===== config.mk =====
export PLATFORM = sky130hd
export DESIGN_NAME = apb_slave_regs_flat
export DESIGN_NICKNAME = d
export VERILOG_FILES = /design/src/rtl/apb_pkg.sv /design/src/rtl/apb_slave_regs_if.sv /design/src/rtl/apb_timer_core.sv /design/src/rtl/apb_slave_regs.sv /design/src/flat_wrapper.sv
export SDC_FILE = /design/constraint.sdc
export NUM_CORES = 1
export LEC_CHECK = 0
export BUFFER_PORTS_ARGS = -buffer_cell sky130_fd_sc_hd__buf_2
export CAP_MARGIN = 25
export CORE_MARGIN = 3
export CORE_UTILIZATION = 55
export DETAILED_ROUTE_END_ITERATION = 6
export GPL_TIMING_DRIVEN = 0
export PLACE_DENSITY = 0.72
export SLEW_MARGIN = 5
export SYNTH_ARGS = -nofsm -noshare
export SYNTH_HDL_FRONTEND = slang
export SYNTH_SLANG_ARGS = --single-unit
export TNS_END_PERCENT = 50

===== constraint.sdc =====
create_clock -name clk -period 6.75 [get_ports clk]
set_input_delay 1.35 -clock clk [delete_from_list [all_inputs] [get_ports clk]]
set_output_delay 1.35 -clock clk [all_outputs]
set_load 0.02 [all_outputs]

===== src/rtl/apb_pkg.sv =====
// Shared constants for the APB register slave: FSM states, register word
// indices and CTRL/STATUS bit positions. Bridge benches import this too.
package apb_pkg;

  typedef enum logic [1:0] {
    IDLE   = 2'd0,
    SETUP  = 2'd1,
    ACCESS = 2'd2
  } state_e;

  // Register word indices (Paddr[4:2])
  localparam logic [2:0] REG_SCR0   = 3'd0;
  localparam logic [2:0] REG_SCR1   = 3'd1;
  localparam logic [2:0] REG_SCR2   = 3'd2;
  localparam logic [2:0] REG_SCR3   = 3'd3;
  localparam logic [2:0] REG_CTRL   = 3'd4;
  localparam logic [2:0] REG_COUNT  = 3'd5;
  localparam logic [2:0] REG_CMP    = 3'd6;
  localparam logic [2:0] REG_STATUS = 3'd7;

  // CTRL / STATUS bit positions
  localparam int CTRL_CNT_EN      = 0;
  localparam int CTRL_IRQ_EN      = 1;
  localparam int STATUS_MATCH     = 0;
  localparam int STATUS_PROTO_ERR = 1;

  // Byte address of a register word
  function automatic logic [31:0] reg_addr(input logic [2:0] idx);
    return {27'd0, idx, 2'b00};
  endfunction

endpackage


===== src/rtl/apb_slave_regs_if.sv =====
// APB2 bus bundle between the bridge (master) and a register slave.
// Handshake: a transfer is one SETUP cycle (Pselx bit high, Penable low)
// followed by exactly one ACCESS cycle (same select, Penable high, address
// and direction unchanged). There is no ready/wait signal, so every transfer
// takes exactly two clocks; Prdata is valid for the whole ACCESS cycle.
interface apb_slave_regs_if;
  logic [2:0]  Pselx;
  logic        Penable;
  logic        Pwrite;
  logic [31:0] Paddr;
  logic [31:0] Pwdata;
  logic [31:0] Prdata;

  modport master (output Pselx, Penable, Pwrite, Paddr, Pwdata, input Prdata);
  modport slave  (input Pselx, Penable, Pwrite, Paddr, Pwdata, output Prdata);
endinterface


===== src/rtl/apb_timer_core.sv =====
// Free-running 32-bit counter with compare. COUNT advances while cnt_en is
// high and wraps silently; match flags COUNT==CMP while enabled.
module apb_timer_core (
  input  logic        clk,
  input  logic        rst,
  input  logic        cnt_en,
  input  logic [31:0] cmp,
  output logic [31:0] count,
  output logic        match
);

  // Counter: +1 per enabled cycle, natural wrap from all-ones to zero
  always_ff @(posedge clk) begin
    if (rst) begin
      count <= '0;
    end else if (cnt_en) begin
      count <= count + 32'd1;
    end
  end

  // Compare uses the pre-increment value, so STATUS sets on the next edge
  assign match = cnt_en && (count == cmp);

endmodule


===== src/rtl/apb_slave_regs.sv =====
// APB2 register slave: SETUP/ACCESS tracking, protocol-error detection,
// 8-word register bank (scratch, CTRL, COUNT, CMP, STATUS) and irq/perr.
module apb_slave_regs
  import apb_pkg::*;
#(
  parameter int          SEL_IDX     = 0,
  parameter logic [31:0] SCRATCH_RST = 32'h0,
  parameter logic [31:0] CMP_RST     = 32'hFFFF_FFFF
) (
  input  logic            clk,
  input  logic            rst,
  apb_slave_regs_if.slave bus,
  output logic            irq,
  output logic            perr,
  output state_e          fsm_state
);

  logic        sel;
  logic [2:0]  addr_in;
  state_e      state;
  state_e      state_nxt;
  logic [2:0]  addr_q;
  logic        wr_q;
  logic        xfer_mismatch;
  logic        setup_go;
  logic        wr_commit;
  logic        proto_set;
  logic [31:0] scratch [4];
  logic [1:0]  ctrl;
  logic [31:0] cmp;
  logic [1:0]  status;
  logic [31:0] count;
  logic        match;
  logic [31:0] rd_data;
  logic [1:0]  w1c;
  logic        unused_bits;

  assign sel       = bus.Pselx[SEL_IDX];
  assign addr_in   = bus.Paddr[4:2];
  assign fsm_state = state;

  // Only the selected Pselx bit and Paddr[4:2] matter to this slave
  assign unused_bits = ^{bus.Pselx, bus.Paddr[31:5], bus.Paddr[1:0]};

  // ACCESS must repeat the address and direction presented in SETUP
  assign xfer_mismatch = (addr_in != addr_q) || (bus.Pwrite != wr_q);

  // FSM state register
  always_ff @(posedge clk) begin
    if (rst) begin
      state <= IDLE;
    end else begin
      state <= state_nxt;
    end
  end

  // FSM next state
  always_comb begin
    state_nxt = IDLE;
    case (state)
      IDLE:    state_nxt = (sel && !bus.Penable) ? SETUP  : IDLE;
      SETUP:   state_nxt = (sel &&  bus.Penable) ? ACCESS : IDLE;
      ACCESS:  state_nxt = (sel && !bus.Penable) ? SETUP  : IDLE;
      default: state_nxt = IDLE;
    endcase
  end

  // FSM outputs: setup capture, write commit and protocol-error strobe
  always_comb begin
    setup_go  = 1'b0;
    wr_commit = 1'b0;
    proto_set = 1'b0;
    case (state)
      IDLE: begin
        if (sel && !bus.Penable) setup_go  = 1'b1;
        if (sel &&  bus.Penable) proto_set = 1'b1;
      end
      SETUP: begin
        if (sel && bus.Penable) begin
          if (xfer_mismatch) proto_set = 1'b1;
          else if (wr_q)     wr_commit = 1'b1;
        end else begin
          proto_set = 1'b1;
        end
      end
      ACCESS: begin
        if (sel && !bus.Penable)     setup_go  = 1'b1;
        else if (sel && bus.Penable) proto_set = 1'b1;
      end
      default: ;
    endcase
  end

  // Capture address and direction during the SETUP cycle
  always_ff @(posedge clk) begin
    if (rst) begin
      addr_q <= '0;
      wr_q   <= 1'b0;
    end else if (setup_go) begin
      addr_q <= addr_in;
      wr_q   <= bus.Pwrite;
    end
  end

  // Read mux over the register map; reserved CTRL/STATUS bits read zero
  always_comb begin
    rd_data = '0;
    case (addr_in)
      REG_SCR0, REG_SCR1, REG_SCR2, REG_SCR3: rd_data = scratch[addr_in[1:0]];
      REG_CTRL:   rd_data = {30'd0, ctrl};
      REG_COUNT:  rd_data = count;
      REG_CMP:    rd_data = cmp;
      REG_STATUS: rd_data = {30'd0, status};
      default:    rd_data = '0;
    endcase
  end

  // Read data: loaded at the end of SETUP, held through ACCESS, zero in IDLE
  always_ff @(posedge clk) begin
    if (rst) begin
      bus.Prdata <= '0;
    end else if (setup_go) begin
      bus.Prdata <= bus.Pwrite ? 32'd0 : rd_data;
    end else if (state_nxt == IDLE) begin
      bus.Prdata <= '0;
    end
  end

  // Scratch words 0..3
  always_ff @(posedge clk) begin
    if (rst) begin
      for (int i = 0; i < 4; i++) scratch[i] <= SCRATCH_RST;
    end else if (wr_commit && !addr_q[2]) begin
      scratch[addr_q[1:0]] <= bus.Pwdata;
    end
  end

  // CTRL and CMP; COUNT is read-only so writes to it are dropped
  always_ff @(posedge clk) begin
    if (rst) begin
      ctrl <= '0;
      cmp  <= CMP_RST;
    end else if (wr_commit) begin
      if (addr_q == REG_CTRL) ctrl <= bus.Pwdata[1:0];
      if (addr_q == REG_CMP)  cmp  <= bus.Pwdata;
    end
  end

  assign w1c = (wr_commit && addr_q == REG_STATUS) ? bus.Pwdata[1:0] : 2'b00;

  // STATUS: sticky bits, write-one-to-clear, a new event wins over a clear
  always_ff @(posedge clk) begin
    if (rst) begin
      status <= '0;
    end else begin
      status[STATUS_MATCH]     <= match     | (status[STATUS_MATCH]     & ~w1c[STATUS_MATCH]);
      status[STATUS_PROTO_ERR] <= proto_set | (status[STATUS_PROTO_ERR] & ~w1c[STATUS_PROTO_ERR]);
    end
  end

  // irq/perr follow STATUS one cycle later
  always_ff @(posedge clk) begin
    if (rst) begin
      irq  <= 1'b0;
      perr <= 1'b0;
    end else begin
      irq  <= status[STATUS_MATCH] & ctrl[CTRL_IRQ_EN];
      perr <= status[STATUS_PROTO_ERR];
    end
  end

  apb_timer_core u_timer (
    .clk    (clk),
    .rst    (rst),
    .cnt_en (ctrl[CTRL_CNT_EN]),
    .cmp    (cmp),
    .count  (count),
    .match  (match)
  );

endmodule


===== src/flat_wrapper.sv =====
// flat-port wrapper written by rule: the top's interface ports become plain ports
module apb_slave_regs_flat import apb_pkg::*;
#(
  parameter int          SEL_IDX     = 0,
  parameter logic [31:0] SCRATCH_RST = 32'h0,
  parameter logic [31:0] CMP_RST     = 32'hFFFF_FFFF
)
  (clk, rst, irq, perr, fsm_state, bus_Pselx, bus_Penable, bus_Pwrite, bus_Paddr, bus_Pwdata, bus_Prdata);
  apb_slave_regs_if bus_i ();
  input  logic clk;
  input  logic rst;
  output logic irq;
  output logic perr;
  output state_e fsm_state;
  input wire logic [$bits(bus_i.Pselx)-1:0] bus_Pselx;
  input wire logic [$bits(bus_i.Penable)-1:0] bus_Penable;
  input wire logic [$bits(bus_i.Pwrite)-1:0] bus_Pwrite;
  input wire logic [$bits(bus_i.Paddr)-1:0] bus_Paddr;
  input wire logic [$bits(bus_i.Pwdata)-1:0] bus_Pwdata;
  output wire logic [$bits(bus_i.Prdata)-1:0] bus_Prdata;
  assign bus_i.Pselx = bus_Pselx;
  assign bus_i.Penable = bus_Penable;
  assign bus_i.Pwrite = bus_Pwrite;
  assign bus_i.Paddr = bus_Paddr;
  assign bus_i.Pwdata = bus_Pwdata;
  assign bus_Prdata = bus_i.Prdata;
  apb_slave_regs #(.SEL_IDX(SEL_IDX), .SCRATCH_RST(SCRATCH_RST), .CMP_RST(CMP_RST)) u_core (.clk(clk), .rst(rst), .bus(bus_i), .irq(irq), .perr(perr), .fsm_state(fsm_state));
endmodule

==> impl_results.md, run 1 <==
* Syn_area_per_cell at ~12 um^2
* Dpl ws at about 2.7 ns
* Worst EP required at ~7.0 ns
* Area leader, netlist: edfxtp_1
* Share of cells above drive strength 1 at between 10% and 20%
* Pre-antenna DRT Iters at 5
* Clk slew on worst S/H paths at 0.06 ns
* FILL cells at roughly 1,400
* Worst slew pin tran at ~1.0 ns
* Final setup viols at 0
* Vias in the first global route at ~7,000
* Die Span X at 144.8 um
* Initial Utilization at ~56%
* Final slew viol count at 0
* Clk buf depth at 3
* Via count at 7,036
* P&R area growth vs syn at 15.73%
* Synth top area cells: edfxtp_1 36%, dfxtp_1 20%, and2_1 7.7%
* Antenna fix cells at 0
* Final setup skew at between 0.015 and 0.02 ns
* CP Class: in2reg
* Routed Antenna Nets at 0
* DIE HEIGHT at about 140 um
* Clock tree from TritonCTS: done
* Crit path DAT at approximately 3.8 ns
* Leakage at around 4.5 nW
* Starting DRT DRC Count at 492
* H-tree Lvls at 1
* Synth top area share at 36.29%
* Max_cap viols at 0
* Relative slew slack at a little under a third
* Cell Area, Synth at around 11,000 um^2
* Port Buf Inserts at 74
* Commonest non-fill, non-tap cell in the layout: and2_1
* Most used DFF post-synth: edfxtp_1
* Min Tclk post-route at roughly 3.6 ns
* Most frequent cells in the layout: 130 x and2_1, 128 x edfxtp_1, 108 x dfxtp_1
* DIE AREA at ~21,000 um^2
* Pin count of the biggest net entering global routing at 20
* Pwr dens at roughly 250 nW/um^2
* Detailed Route WL at between 20,000 and 30,000 um
* Row Count at 50
* Clock root cell: clkbuf_16
* TritonCTS Buffers at 24
* CP endpoint kind: flop
* Async SR Flop Fraction at 0%
* Total clock sinks at around 240
* Global-route wire length before repair at about 39,000 um
* Wire per inst at a little under 20 um
* Ports at about 110
* HPWL Detailed at 17,710 um
* Final Non-Filler Cells at 1,264
* Type of origin of the critical path: input pin
* Period utilization at between 50 and 60%
* Outcome: complete, no violations
* Core area at roughly 19,000 um^2
* Fmax at 280.5 MHz
* Setup TNS Final at 0 ns
* Multi-input gate area at around 4300 um^2
* Area of placed instances at between 10,000 and 15,000 um^2
* Peak supply drop at approximately 0.17 mV
* Crit-path max FO at 18
* #FFs+latches synth at 236
* Grt ovf at 0
* Post-CTS setup buffers at 0
* Post-cts gate resize count at 0
* Drt drc at 0
* Reg area at 6006 um^2
* YS warnings at 0
* # hold bufs at CTS at 0
* Sequential area share after synthesis at a little under three fifths
* DR vias/cell at 5.566
* Synth cell types at 42
* Post-Synthesis Cells at 880
* Worst-skew pair later-pin latency at between 0.5 and 0.6 ns
* Worst Hold Class: reg2reg
* Post-placement cell count at 1,220
* Final RePlAce weighted congestion at 0.8970
* Finished layout cell area at ~12,000 um^2
* Post-synth EDFFs at 128
* Synth Net Count at ~950
* Post-layout net count at approximately 1,100
* Hold Vio Cnt, Final at 0
* Number of antenna violations at the first check in global routing at 0
* GRT Total Usage at roughly a quarter
* Setup ws final at between 3 and 4 ns
* RSZ-0062 raised after global routing: no
through the flow:
stage          util, %  total power [mW]  hold WS, ns
6_report         65.08             3.043       0.4715
5_1_grt          65.08             3.129       0.4853
4_1_cts          65.08             3.055       0.4753
3_5_place_dp     60.89             1.761       0.4582
3_3_place_gp     59.93             1.751       0.4567
2_1_floorplan        -             1.685       0.4457
sequential cells by signal, indices dropped and copies added, names as in the netlist:
| signal | count |
|---|---|
| u_core.addr_q | 3 |
| u_core.bus.Prdata | 32 |
| u_core.cmp | 32 |
| u_core.ctrl | 2 |
| u_core.fsm_state | 2 |
| u_core.irq | 1 |
| u_core.perr | 1 |
| u_core.scratch | 128 |
| u_core.status | 2 |
| u_core.u_timer.count | 32 |
| u_core.wr_q | 1 |
final cells by class:
cell class | instances | area share (%)
clock inverter | 10 | 0.6534
clock buffer | 34 | 5.789
tap | 260 | 2.654
sequential | 236 | 49.00
inverter | 6 | 0.1838
multi-input combinational | 570 | 34.93
timing repair buffer | 80 | 4.104
buffer | 68 | 2.685
synth_stat cells, types with 2 or more instances:
library cell and count:
mux4_2 34, o21ai_0 9, clkbuf_2 3, nand3_1 11, xor2_1 25, a22o_1 32, xnor2_1 38, mux2_2 2
buf_6 8, a21oi_1 39, buf_2 8, mux2i_1 35, nor3_1 8, and2_1 130, buf_1 5, nor4_1 12
a22oi_1 30, or3_1 5, nor2_1 64, nand4_1 13, dfxtp_1 108, nor2b_1 4, edfxtp_1 128, nand2b_1 3
and3_1 3, clkbuf_1 44, nand2_1 54, nor3_4 2, and4_1 5, inv_1 6
worst max-delay path: stages:
cell     delay, ns
buf_2         0.27
xor2_1        0.11
or4_4         0.57
or4_1         0.44
buf_6         0.19
o21ai_4       0.58
buf_16        0.24
path summary, 6_finish.rpt:
check / start / endpoint / slack, ns / cells after the start
worst max register to register: u_core.addr_q[0] / u_core.scratch[2][13] / 3.78 / 7
worst min register to register: u_core.bus.Prdata[12] / u_core.bus.Prdata[12] / 0.47 / 1
worst min-delay path: u_core.bus.Prdata[12] / u_core.bus.Prdata[12] / 0.47 / 1
worst max-delay path: bus_Paddr[4] / u_core.scratch[2][13] / 3.18 / 7
cells by family (layout without fill, tap and decap cells):
logic type,after synthesis,count (layout),synth area share (%)
and+or+nand+nor,321,321,16.53
buffers and inverters,74,198,3.320
xor gates and xnor gates,63,63,5.210
AOI/OAI and AO/OA,114,114,7.361
adders and majority gates,1,1,0.1181
muxes,71,71,10.75
DFF,236,236,56.71
per-layer routing:
layer	global-route usage, %	vias to the layer above	share of wire, %
met5	0	-	0
met4	6.775	0	2.3
met3	3.516	42	5.4
met2	39.98	202	48
met1	34.47	3415	44
li1	-	3377	-
power by group:
part           switching (mW)  leakage, nW  internal [mW]
sequential            0.00988         2.20           1.54
combinational           0.110         1.88         0.0703
clock                   0.542        0.384          0.770
total                   0.662         4.46           2.38
(Power assumes the default switching activity.)
==> run 2: changes to the inputs <==
Clock period 6.75 ns to 3.7 ns, I/O delays scaled along.
==> run 2 against run 1 <==
Net effect:
- design area barely moved
- combinational power rose by 82%
- non-clock buffer count did not move
- count of clock-buffer cells in the layout did not move
==> impl_results.md, run 2 (synthesis gave the netlist of run 1 again) <==
* Outcome: complete, no violations
* CP Class: reg2reg
* # hold bufs at CTS at 0
* Pwr dens at ~460 nW/um^2
* Comb power frac at around 5.8%
* DIE HEIGHT at about 140 um
* Post-layout net count at between 1,000 and 1,500
* Post-CTS setup buffers at 0
* Die Span X at approximately 140 um
* Total power at between 5 and 6 mW
* Crit path DAT at 3.17 ns
* RSZ-0062 raised after global routing: no
* Switch share at 22.07%
* Final RePlAce weighted congestion at roughly 0.9
* Worst slew pin tran at 1.053 ns
* Total clock sinks at roughly 240
* Vias in the first global route at approximately 7,000
* Area of placed instances at ~11,000 um^2
* P&R area growth vs syn at 15.63%
* Period utilization at between 70% and 80%
* Number of antenna violations at the first check in global routing at 0
* Hold Vio Cnt, Final at 0
* Clock root cell: clkbuf_16
* Routed Antenna Nets at 0
* FILL cells at 1,473
* Starting DRT DRC Count at around 510
* Psw at about 1.2 mW
* WP depth at 7
* Max_cap viols at 0
* Leakage at approximately 4.5 nW
* WP buf/inv at 3
* Pin count of the biggest net entering global routing at 21
* Worst EP required at ~3.9 ns
* Sequential share of power at 50.5%
* Fmax at 338.8 MHz
* Max incr delay on CP at 0.58 ns
* Clock tree from TritonCTS: done
* Port Buf Inserts at 74
* Internal Power at roughly 4.4 mW
* Setup TNS Final at 0 ns
* R2R Path Start: u_core.addr_q[1]
* Final setup viols at 0
* HPWL Detailed at between 15,000 and 20,000 um
* Row Count at 50
* Post-placement cell count at 1,220
* Finished layout cell area at 12,250 um^2
* Via count at just over 7,000
* WHS at between 0.4 and 0.5 ns
* Commonest non-fill, non-tap cell in the layout: and2_1
* Drt drc at 0
* Initial Utilization at 56.24%
* Global-route wire length before repair at slightly below 40,000 um
* Min Tclk post-route at slightly below 3 ns
* DR vias/cell at about 5.6
* Share of cells above drive strength 1 at 18.01%
* Final slew viol count at 0
* Top reg by flops: u_core.scratch
* Critical path endpoint: u_core.scratch[1][14]
* Family with the most delay on the worst path: simple AND/OR/NAND/NOR gates
* Core area at 18,830 um^2
* Worst Reg-to-Reg Cells at 7
* TritonCTS Buffers at 25
* Crit path top cell by count: buf_6
* Pre-antenna DRT Iters at 5
* Peak supply drop at around 0.38 mV
* Worst Hold Class: reg2reg
* Clk buf depth at 3
* CP cell instances: buf_6 > xor2_1 > or4_4 > or4_1 > buf_6 > o21ai_4 > buf_16
* Post-cts gate resize count at 0
* DIE AREA at approximately 21,000 um^2
* Relative slew slack at between 20% and 30%
* Crit-path max FO at 17
* Worst-skew pair later-pin latency at approximately 0.52 ns
* Clk slew on worst S/H paths at ~0.060 ns
* Wire per inst at between 15 and 20 um
* Final Non-Filler Cells at approximately 1,300
* CP endpoint kind: flop
* Max FFs per register at between 100 and 150
* H-tree Lvls at 1
* GRT Total Usage at 24.47%
* Clock group share of total power at between 40 and 50%
* Grt ovf at 0
* Detailed Route WL at between 20,000 and 30,000 um
* Final setup skew at ~0.01 ns
* R2R Path End: u_core.scratch[1][14]
* Most frequent cells in the layout: 130 x and2_1, 128 x edfxtp_1, 108 x dfxtp_1
* Setup crit start: u_core.addr_q[1]
* Type of origin of the critical path: flop
* Ports at 107
* Antenna fix cells at 0
* Worst R2R Setup Slack at between 0.7 and 0.8 ns
* Slowest cell on crit path: or4_4
[run 2: layer usage]
| metal | up-vias | track usage (%) | wire [um] |
|---|---|---|---|
| li1 | 3393 | - | - |
| met3 | 42 | 3.943 | 1465 |
| met5 | - | 0 | 0 |
| met1 | 3463 | 34.96 | 11240 |
| met2 | 212 | 39.22 | 11890 |
| met4 | 0 | 6.775 | 592 |
[run 2: worst min-delay path by stage]
stage	start	to	slack [ns]	cells past startpoint
5_1_grt	u_core.bus.Prdata[19]	u_core.bus.Prdata[19]	0.49	1
2_1_floorplan	u_core.status[1]	u_core.perr	0.45	1
3_5_place_dp	u_core.bus.Prdata[6]	u_core.bus.Prdata[6]	0.46	1
6_report	u_core.bus.Prdata[11]	u_core.bus.Prdata[11]	0.47	1
4_1_cts	bus_Pwdata[29]	u_core.cmp[29]	0.47	3
3_3_place_gp	u_core.bus.Prdata[31]	u_core.bus.Prdata[31]	0.46	1
[run 2: metrics by stage]
step           utilization [%]  setup WS (ns)
2_1_floorplan                -        -0.3625
3_3_place_gp             59.96         -1.686
3_5_place_dp             60.85         0.2079
4_1_cts                  65.03         0.7254
5_1_grt                  65.03         0.6516
6_report                 65.03         0.7486
[run 2: cell type report]
type,instances,area (um^2),area share [%]
flip-flops and latches,236,6006,49.04
multi-input cells,570,4280,34.95
clock buffers,34,679.4,5.548
repair buffers,80,495.5,4.046
plain buffers,68,329.1,2.687
well taps,260,325.3,2.657
clock inverters,11,107.6,0.8787
inverters,6,22.52,0.1839
[run 2: power groups by stage]
stage,Clock [mW],Combinational [mW],Sequential [mW]
after floorplan,0,0.183,2.89
final,2.44,0.327,2.83
after detailed placement,0,0.328,2.89
after global routing,2.57,0.355,2.83
after CTS,2.47,0.329,2.83
after global placement,0,0.304,2.89
==> run 3: changes to the inputs <==
Clock period 3.7 ns to 3.06 ns, I/O delays scaled along.
==> run 3 against run 2 <==
Net effect:
- core utilization increased by 0.19 points
- register-to-register slack got worse by 0.64 ns
- routed wire length decreased by 1.1%
- design area increased by 0.30%
- critical path depth unchanged
- non-clock buffer count decreased by 1
- count of clock-buffer cells in the layout decreased by 2
- critical path type unchanged
- critical endpoint is now u_core.scratch[3][18]
- largest power group unchanged
- highest routed layer unchanged
==> impl_results.md, run 3 (synthesis gave the netlist of run 1 again) <==
* Drt drc at 0
* Final RePlAce weighted congestion at around 0.84
* Worst slew pin tran at roughly 1.1 ns
* Die Span X at 144.8 um
* Psw at ~1.5 mW
* Final slew viol count at 0
* Commonest non-fill, non-tap cell in the layout: and2_1
* Post-cts gate resize count at 0
* Worst EP required at 3.27 ns
* Reg area at between 6000 and 7000 um^2
* Share of cells above drive strength 1 at a little under a fifth
* Routed Antenna Nets at 0
* Relative slew slack at approximately 28%
* Total power at 6.804 mW
* Starting DRT DRC Count at slightly above 600
* Sequential share of power at between 50 and 60%
* H-tree Lvls at 1
* RSZ-0062 raised after global routing: no
* Pin count of the biggest net entering global routing at 20
* Wire per inst at between 15 and 20 um
* Fmax at ~340 MHz
* Final setup skew at around 0.015 ns
* Max_cap viols at 0
* Antenna fix cells at 0
* Slowest cell on crit path: o21ai_4
* CP Class: reg2reg
* Core area at 18,830 um^2
* Pre-antenna DRT Iters at 5
* Internal Power at roughly 5.3 mW
* FILL cells at about 1,500
* Leakage at 4.487 nW
* Most frequent cells in the layout: 130 x and2_1, 128 x edfxtp_1, 108 x dfxtp_1
* Worst Hold Class: in2reg
* Clk buf depth at 3
* DR vias/cell at 5.652
* Crit path DAT at around 3.2 ns
* Clock root cell: clkbuf_16
* CP cell instances: buf_2 > xor2_1 > or4_4 > or4_4 > buf_8 > o21ai_4 > buf_16
* Type of origin of the critical path: flop
* Clock group share of total power at a little over two fifths
* Crit path top cell by count: or4_4
* GRT Total Usage at roughly 24%
* HPWL Detailed at roughly 17,000 um
* Hold Vio Cnt, Final at 0
* Clock tree from TritonCTS: done
* Worst-skew pair later-pin latency at 0.52 ns
* Post-layout net count at 1,058
* Row Count at 50
* Comb power frac at slightly below 6%
* Pwr dens at 554.0 nW/um^2
* Initial Utilization at 56.24%
* CP endpoint kind: flop
* Outcome: complete, no violations
* Clk slew on worst S/H paths at approximately 0.060 ns
* Ports at 107
* Number of antenna violations at the first check in global routing at 0
* Post-placement cell count at roughly 1,200
* Post-CTS setup buffers at 0
* DIE AREA at 20,960 um^2
* Global-route wire length before repair at around 39,000 um
* Top reg by flops: u_core.scratch
* # hold bufs at CTS at 0
* Via count at around 7,000
* Max FFs per register at 128
* Final setup viols at 0
* Crit-path max FO at 18
* Detailed Route WL at 24,900 um
* Max incr delay on CP at roughly 0.56 ns
* Final Non-Filler Cells at ~1,300
* Switch share at 21.85%
* DIE HEIGHT at 144.8 um
* Vias in the first global route at 7,038
* Min Tclk post-route at just under 3 ns
* P&R area growth vs syn at 15.97%
* TritonCTS Buffers at 25
* Multi-input gate area at roughly 4300 um^2
* Peak supply drop at between 0.5 and 0.6 mV
* Total clock sinks at around 240
* Period utilization at 96.33%
* Grt ovf at 0
* Port Buf Inserts at 74
-- run 3: changes by cell type in the layout (fill, tap and decap cells not counted), sizes merged --
| cell | before | now |
|---|---|---|
| clkinv | 7 | 11 |
| clkbuf | 81 | 79 |
| buf | 101 | 100 |
| clkinvlp | 1 | 0 |
| inv | 7 | 6 |
-- run 3: critical path: cells and delay by family (launching register included) --
kind | cells | cell delay, ns
xor gates and xnor gates | 1 | 0.18
buffers and inverters | 3 | 0.60
AOI/OAI and AO/OA | 1 | 0.56
DFF | 1 | 0.29
and+or+nand+nor | 2 | 0.97
-- run 3: worst paths after layout --
path | start | to | slack, ns | depth (start not counted)
setup / recovery | u_core.addr_q[0] | u_core.scratch[3][18] | 0.11 | 7
hold / removal | bus_Pwdata[5] | u_core.cmp[5] | 0.37 | 3
setup reg to reg | u_core.addr_q[0] | u_core.scratch[3][18] | 0.11 | 7
hold reg to reg | u_core.bus.Prdata[19] | u_core.bus.Prdata[19] | 0.47 | 1
-- run 3: layout make-up --
class / count / share of cell area, %
sequential: 236 / 48.90
multi-input combinational: 570 / 34.88
clock buffer: 32 / 5.644
timing repair buffer: 79 / 4.034
buffer: 68 / 2.791
tap: 260 / 2.649
clock inverter: 13 / 0.9169
inverter: 6 / 0.1834
-- run 3: layer usage --
layer  track usage, %  share of wire, %
met5                0                 0
met4            6.480               2.3
met3            3.746               5.7
met2            38.11                46
met1            35.22                46
-- run 3: power by group through the flow --
stage | registers, mW | logic, mW | clock network, mW
after floorplan | 3.49 | 0.225 | 0
after global placement | 3.49 | 0.372 | 0
after detailed placement | 3.49 | 0.397 | 0
after CTS | 3.42 | 0.399 | 3.01
after global routing | 3.42 | 0.430 | 3.14
final | 3.42 | 0.397 | 2.99
-- run 3: stage by stage --
| stage | cell area, um^2 | TNS [ns] | util, % | setup slack [ns] | hold slack (ns) |
|---|---|---|---|---|---|
| floorplan | 10630 | -18.18 | - | -0.1634 | 0.4457 |
| global placement | 11330 | -124.92 | 60.16 | -0.9805 | 0.4573 |
| detailed placement | 11480 | -12.05 | 60.94 | -0.1516 | 0.4614 |
| CTS | 12280 | 0 | 65.22 | 0.1041 | 0.3646 |
| global route | 12280 | 0 | 65.22 | 0.01484 | 0.3824 |
| finish | 12280 | 0 | 65.22 | 0.1122 | 0.3726 |
